==> src/rtl/mult_div_unit.sv <==
// Iterative radix-2 multiply/divide unit with HI/LO result registers.
// Shift-add multiply, restoring divide, sign fix-up in a final cycle.
module mult_div_unit #(
   parameter int WIDTH = 32
) (
   input  logic             clock,
   input  logic             reset,
   input  logic             start,
   input  logic [1:0]       op,
   input  logic [WIDTH-1:0] a,
   input  logic [WIDTH-1:0] b,
   output logic             busy,
   output logic             done,
   output logic             div_zero,
   output logic [WIDTH-1:0] hi,
   output logic [WIDTH-1:0] lo
);

   localparam int CNT_W = $clog2(WIDTH + 1);

   typedef enum logic [1:0] {IDLE, CALC, FIX} state_t;

   state_t           state_q, state_d;
   logic [CNT_W-1:0] cnt;
   logic             is_div, neg_q, neg_r, dz_q;
   logic [WIDTH-1:0] bq, acc, lw;

   logic             sgn;
   logic [WIDTH-1:0] a_mag, b_mag;
   logic [WIDTH:0]   sum, shifted;
   logic             ge;
   logic [WIDTH-1:0] sub, acc_n, lw_n;
   logic [2*WIDTH-1:0] prod, prod_f;
   logic [WIDTH-1:0] q_f, r_f, hi_f, lo_f;

   always_comb begin
      sgn   = ~op[0];
      a_mag = (sgn && a[WIDTH-1]) ? -a : a;
      b_mag = (sgn && b[WIDTH-1]) ? -b : b;
   end

   // One iteration: {acc,lw} is the product or the {rem,quot} pair
   always_comb begin
      sum     = {1'b0, acc} + (lw[0] ? {1'b0, bq} : '0);
      shifted = {acc, lw[WIDTH-1]};
      ge      = shifted >= {1'b0, bq};
      sub     = shifted[WIDTH-1:0] - bq;
      acc_n   = '0;
      lw_n    = '0;
      if (is_div) begin
         acc_n = ge ? sub : shifted[WIDTH-1:0];
         lw_n  = {lw[WIDTH-2:0], ge};
      end else begin
         acc_n = sum[WIDTH:1];
         lw_n  = {sum[0], lw[WIDTH-1:1]};
      end
   end

   always_comb begin
      prod   = {acc, lw};
      prod_f = neg_q ? -prod : prod;
      q_f    = neg_q ? -lw : lw;
      r_f    = neg_r ? -acc : acc;
      hi_f   = is_div ? r_f : prod_f[2*WIDTH-1:WIDTH];
      lo_f   = is_div ? q_f : prod_f[WIDTH-1:0];
   end

   always_comb begin
      state_d = state_q;
      unique case (state_q)
         IDLE: if (start)
            state_d = (op[1] && b == '0) ? FIX : CALC;
         CALC: if (cnt == CNT_W'(1)) state_d = FIX;
         FIX:  state_d = IDLE;
         default: state_d = IDLE;
      endcase
   end

   always_ff @(posedge clock or negedge reset) begin
      if (!reset) state_q <= IDLE;
      else        state_q <= state_d;
   end

   always_ff @(posedge clock or negedge reset) begin
      if (!reset) begin
         busy     <= 1'b0;
         done     <= 1'b0;
         div_zero <= 1'b0;
         hi       <= '0;
         lo       <= '0;
         cnt      <= '0;
         is_div   <= 1'b0;
         neg_q    <= 1'b0;
         neg_r    <= 1'b0;
         dz_q     <= 1'b0;
         bq       <= '0;
         acc      <= '0;
         lw       <= '0;
      end else begin
         done <= 1'b0;
         unique case (state_q)
            IDLE: if (start) begin
               is_div   <= op[1];
               neg_q    <= sgn & (a[WIDTH-1] ^ b[WIDTH-1]);
               neg_r    <= sgn & a[WIDTH-1];
               dz_q     <= op[1] & (b == '0);
               div_zero <= 1'b0;
               busy     <= 1'b1;
               cnt      <= CNT_W'(WIDTH);
               acc      <= '0;
               lw       <= op[1] ? a_mag : b_mag;
               bq       <= op[1] ? b_mag : a_mag;
            end
            CALC: begin
               acc <= acc_n;
               lw  <= lw_n;
               cnt <= cnt - CNT_W'(1);
            end
            FIX: begin
               busy <= 1'b0;
               done <= 1'b1;
               if (dz_q) begin
                  div_zero <= 1'b1;
               end else begin
                  hi <= hi_f;
                  lo <= lo_f;
               end
            end
            default: ;
         endcase
      end
   end

endmodule

==> config.mk <==
export PLATFORM = sky130hd
export DESIGN_NAME = mult_div_unit
export DESIGN_NICKNAME = d
export VERILOG_FILES = /design/src/rtl/mult_div_unit.sv
export SDC_FILE = /design/constraint.sdc
export NUM_CORES = 1
export LEC_CHECK = 0
export CORE_ASPECT_RATIO = 0.9
export CORE_MARGIN = 4
export CORE_UTILIZATION = 45
export DETAILED_ROUTE_END_ITERATION = 8
export PLACE_DENSITY = 0.72
export REMOVE_ABC_BUFFERS = 1
export SYNTH_ARGS = -nofsm -noshare
export SYNTH_HDL_FRONTEND = slang
export SYNTH_SLANG_ARGS = --single-unit
==> constraint.sdc <==
create_clock -name clock -period 5.5 [get_ports clock]
set_clock_uncertainty 0.2 [all_clocks]
set_input_delay 1.1 -clock clock [delete_from_list [all_inputs] [get_ports clock]]
set_output_delay 1.1 -clock clock [all_outputs]
set_load 0.01 [all_outputs]
# --- Word-level counts from Yosys, hierarchy flattened ---
# Cells that the tools add are included.
word_totals:
  in_bits: 69
  out_inout_bits: 67
  wordCells: 77
  regBits: 175
classes:
  reduce_logical: 13
  order_cmp: 1
  bitwise: 6
  add_sub_neg: 8
  mux: 29
  eq_ne: 6
op_table:
  columns: ["op", "n"]
  rows:
  - ["$mux W32", 14]
  - ["$neg A32 Y32", 4]
  - ["$pmux W32 S2", 2]
  - ["$mux W64", 1]
  - ["$neg A64 Y64", 1]
  - ["$add A32 B32 Y33", 1]
  - ["$ge A33 B32 Y1", 1]
  - ["$logic_not A32 Y1", 1]
  - ["$sub A32 B32 Y32", 1]
  - ["$pmux W6 S2", 1]
  - ["$reduce_and A2 Y1", 5]
  - ["$eq A6 B1 Y1 const B", 1]
  - ["$mux W2", 3]
  - ["$mux W6", 1]
  - ["$ne A2 B2 Y1 const B", 3]
  - ["$sub A6 B1 Y6 const B", 1]
  - ["$mux W1", 4]
  - ["$pmux W1 S2", 2]
  - ["$pmux W2 S2", 1]
  - ["$reduce_bool A2 Y1", 2]
  - ["$and A1 B1 Y1", 3]
  - ["$logic_and A1 B1 Y1", 3]
  - ["$reduce_and A3 Y1", 1]
  - ["$eq A2 B1 Y1 const B", 1]
  - ["other kinds (4)", 5]

# --- Longest topological paths before layout ---
logic_depth:
  word_depth: 6
  depth_mapped: 14
  mapped_depth_nobuf: 13

# --- Least setup slack after synthesis ---
# Ideal clock, no wire load.
synth_timing:
  path_type: "in2reg"
  startpoint: "input port b[6]"
  endpoint: "register bq[29]"
  path_slack_ns: 1.858
  arrival_time_ns: 3.321
  t_required_ns: 5.179
  n_path_buf: 1
  cell_stages: 10
  setup_ns: 0.121
  path_cell_list: "or4_1 > nor4_1 > and2_0 > buf_2 > nand3_1 > or3_1 > o21ai_1 > xor2_1 > nand2_1 > a22o_1"
synth_via:
  elab_chain_len: 3
synth_lines:
  columns: ["item", "line", "rtl"]
  rows:
  - ["start: declaration", "11", "input logic [WIDTH-1:0] b,"]
  - ["$neg A32 Y32", "39", "b_mag = (sgn && b[WIDTH-1]) ? -b : b;"]
  - ["$mux W32", "39", null]
  - ["$mux W32", "112", "bq <= op[1] ? b_mag : a_mag;"]
  - ["end signal: assignment", "112", null]
  - ["end: declaration", "26", "logic [WIDTH-1:0] bq, acc, lw;"]
# No other way between the ends.
# A chain may end at the register's enable or synchronous reset.

# --- Worst setup path in the final report ---
layout_timing:
  startpoint: "register lw[0]"
  endpoint: "register acc[19]"
layout_via:
  elab_chain_len: 4
layout_lines:
  columns: ["item", "line", "rtl"]
  rows:
  - ["start: declaration", "26", null]
  - ["start signal: assignment", "111", "lw <= op[1] ? a_mag : b_mag;"]
  - ["start signal: assignment", "116", "lw <= lw_n;"]
  - ["$mux W32", "44", "sum = {1'b0, acc} + (lw[0] ? {1'b0, bq} : '0);"]
  - ["$add A32 B32 Y33", "44", null]
  - ["$mux W32", "50", "if (is_div) begin"]
  - ["$pmux W32 S2", "101", "unique case (state_q)"]
  - ["end signal: assignment", "115", "acc <= acc_n;"]
  - ["end: declaration", "26", null]
# No other way between the ends.

==> metrics.txt <==
Finish-stage setup viols 0; Sink Count 175; Synth Instances 1843; Async SR Flop Fraction 100%; area delta synth->final 15.9%; fin. max-slew vios 0; Max-Cap Viols 0; fillcell total 3043; sequential-to-total area share from yosys stat 30.2%; Die W 197 µm; Flop pwr share 25.2%; later-pin clock latency in the skew report 0.46 ns; YS warnings 0; CP Capture Type flop; CTS Buf Count 17; Yosys reg bits 175; gr usage total 26.6%; WP data required 5.61 ns; final hold vios 0; Worst Reg-to-Reg Cells 12; CTS tree done; Syn Area/Cell 7.86 µm²; Worst-path clk slew 0.08 ns; Iter 0 DRT Violations 1665; final worst-path cycle share 76.2%; Final Cell Area 16800 µm²; synthesized area 14500 µm²; largest net degree at the start of global routing 112; initial antenna violation count 0; post-CTS sizing 0; Initial Util 45.5%; htree depth 4; sw frac 50.1%; hold buffers post-CTS 0; post-route worst setup slack 1.31 ns; Yosys top cell area share 30.2%; share of cells above drive strength 1 4.87%; Die Ht 178 µm; routed length per instance 20.0 µm; Worst Hold Launch lo[2]$_DFFE_PN0P_; status complete, no violations; Distinct cells, synth 75; antenna viol nets, final 0; First-pass DRT Iterations 6; global-route wire length before repair 74200 µm; relative slew slack 36.8%; final period demand of the worst path 4.19 ns; PwrDens 606 nW/µm²; reg2reg end acc[19]$_DFFE_PN0P_; dpl hpwl 35400 µm; CP startpoint kind flop; via total after detailed routing 14143; Worst-Margin Slew 0.948 ns; number of synthesized flops with an enable pin 0; worst r2r src lw[0]$_DFFE_PN0P_; die area 35100 µm²; grt total ovfl 0; register area 4380 µm²; placer congestion estimate 0.949; vias per cell 6.03; arrival time worst endpoint 4.29 ns; Pint 5.08 mW; Synth area leaders dfrtp_1 30%, ha_1 6.0%, nand2_1 5.8%; Final nets 2059; ANT cells 0; slack of the worst reg-to-reg path 1.31 ns; WHS Path Cells 2; ys flop type dfrtp_1; Root Buffer Master clkbuf_16; worst slack at placement 1.13 ns; combinational power share 62.2%; Max VDD drop 0.316 mV; RSZ-0062 raised after global routing no; Placed Area 16200 µm²; Fmax 239 MHz; vias in the first global route 13093; crit-path max FO 16; core footprint 31800 µm²; area leader, netlist dfrtp_1; IO buf count 135; Post-route DRC 0; drt total wl 47000 µm; worst hold path type flop to flop; setup_tns 0 ns; I/O pin cnt 136; # Post-CTS Setup Buffers 0; footprint of the multi-input gates 9440 µm²; net switching power 5.10 mW; Pleak 7.14 nW; Setup CP Type flop to flop; clock share of power 12.6%; Min-Delay Endpoint lo[2]$_DFFE_PN0P_; row count 62; CTS max path bufs 2
-- worst max-delay path, stage by stage (launching register included) --
cell and delay, ns:
dfrtp_1 0.43, inv_1 0.47, nor2_1 0.13, ha_1 0.35, nor2b_1 0.17, o31a_1 0.28
o311a_1 0.37, or2_1 0.28, a221o_1 0.41, a31oi_1 0.41, o21ai_0 0.17, a211oi_1 0.22
o21ai_0 0.16
-- routing by layer --
metal	up-vias	share of wire, %	GRT usage (%)	wire length (µm)
li1	6764	-	-	-
met1	6691	46	38.9	21400
met2	615	44	41.3	20900
met3	73	8.1	3.91	3800
met4	0	2.0	7.13	940
met5	-	0	0	0
-- power groups by stage --
| stage | Sequential, mW | Clock [mW] | Combinational, mW |
|---|---|---|---|
| finish | 2.56 | 1.28 | 6.33 |
| global route | 2.65 | 1.34 | 6.96 |
| CTS | 2.54 | 1.30 | 6.26 |
| detailed placement | 2.57 | 0 | 6.22 |
| floorplan | 2.48 | 0 | 4.20 |
| global placement | 2.54 | 0 | 6.11 |
-- Yosys cell counts, types with 53 or more instances --
cell and number:
nand2_1 225, dfrtp_1 175, nor2_1 169, a21oi_1 145
o21ai_0 138, xor2_1 94, clkbuf_1 91, xnor2_1 81
o21ai_1 78, ha_1 70, inv_1 68, mux2i_1 53
-- cell families (layout without fill, tap and decap cells) --
logic type | Yosys count | in the layout | share of synthesized area [%]
compound gates | 581 | 581 | 24.5
buf+inv | 176 | 264 | 4.65
simple gates | 601 | 601 | 19.2
xor+xnor | 175 | 175 | 10.6
mux | 63 | 63 | 4.44
fa+ha+maj | 72 | 72 | 6.32
flops | 175 | 175 | 30.2
-- layout make-up --
class | count | share of cell area, %
clock inverter | 15 | 1.10
multi-input combinational | 1492 | 56.3
sequential | 175 | 26.1
inverter | 69 | 1.54
clock buffer | 17 | 2.53
timing repair buffer | 163 | 9.36
tap | 416 | 3.10
-- per-stage QoR --
step	instances	util (%)	total power [mW]	hold slack [ns]
6_report	2347	52.8	10.2	0.282
5_1_grt	2347	52.8	10.9	0.303
4_1_cts	2347	52.8	10.1	0.289
3_5_place_dp	2315	50.9	8.78	0.267
3_3_place_gp	2315	50.9	8.65	0.263
2_1_floorplan	1736	-	6.67	0.250
-- placed cells by master (no fill, tap or decap), types with 6 or more instances in the layout --
cell / n
a21o_1: 30
nand2_1: 225
xnor2_1: 81
o21bai_1: 8
o22ai_1: 17
o21a_1: 6
o21ai_1: 78
a221o_1: 6
ha_1: 70
mux2i_1: 53
inv_1: 68
a211oi_1: 11
clkdlybuf4s50_1: 133
nor4_1: 25
a21oi_1: 145
a21boi_0: 6
and2_1: 10
o41ai_1: 13
or3_1: 18
nand4_1: 7
clkbuf_16: 17
a31oi_1: 18
nor3_1: 38
nor2b_1: 13
buf_4: 27
and3_1: 9
or4_1: 12
nand2b_1: 18
mux2_2: 9
nor2_1: 168
xor2_1: 94
dfrtp_1: 174
a22oi_1: 20
o211ai_1: 6
o31ai_1: 27
o21ai_0: 138
nand3_1: 27
-- flip-flops by register name (all words and copies together) (netlist names) --
signal / flops
acc: 32
bq: 32
hi: 32
lo: 32
lw: 32
cnt: 6
state_q: 2
busy: 1
div_zero: 1
done: 1
dz_q: 1
is_div: 1
neg_q: 1
neg_r: 1
-- worst max path at each step --
stage	from	to	slack [ns]	cells past startpoint
after detailed placement	b[7]	lw[31]$_DFFE_PN0P_	1.13	11
after floorplan	acc[3]$_DFFE_PN0P_	acc[27]$_DFFE_PN0P_	1.27	10
after CTS	lw[0]$_DFFE_PN0P_	acc[19]$_DFFE_PN0P_	1.42	12
after global routing	lw[0]$_DFFE_PN0P_	acc[27]$_DFFE_PN0P_	1.15	12
final	lw[0]$_DFFE_PN0P_	acc[19]$_DFFE_PN0P_	1.31	12
after global placement	b[7]	bq[29]$_DFFE_PN0P_	1.21	11
Power figures use the tool's default switching activity.
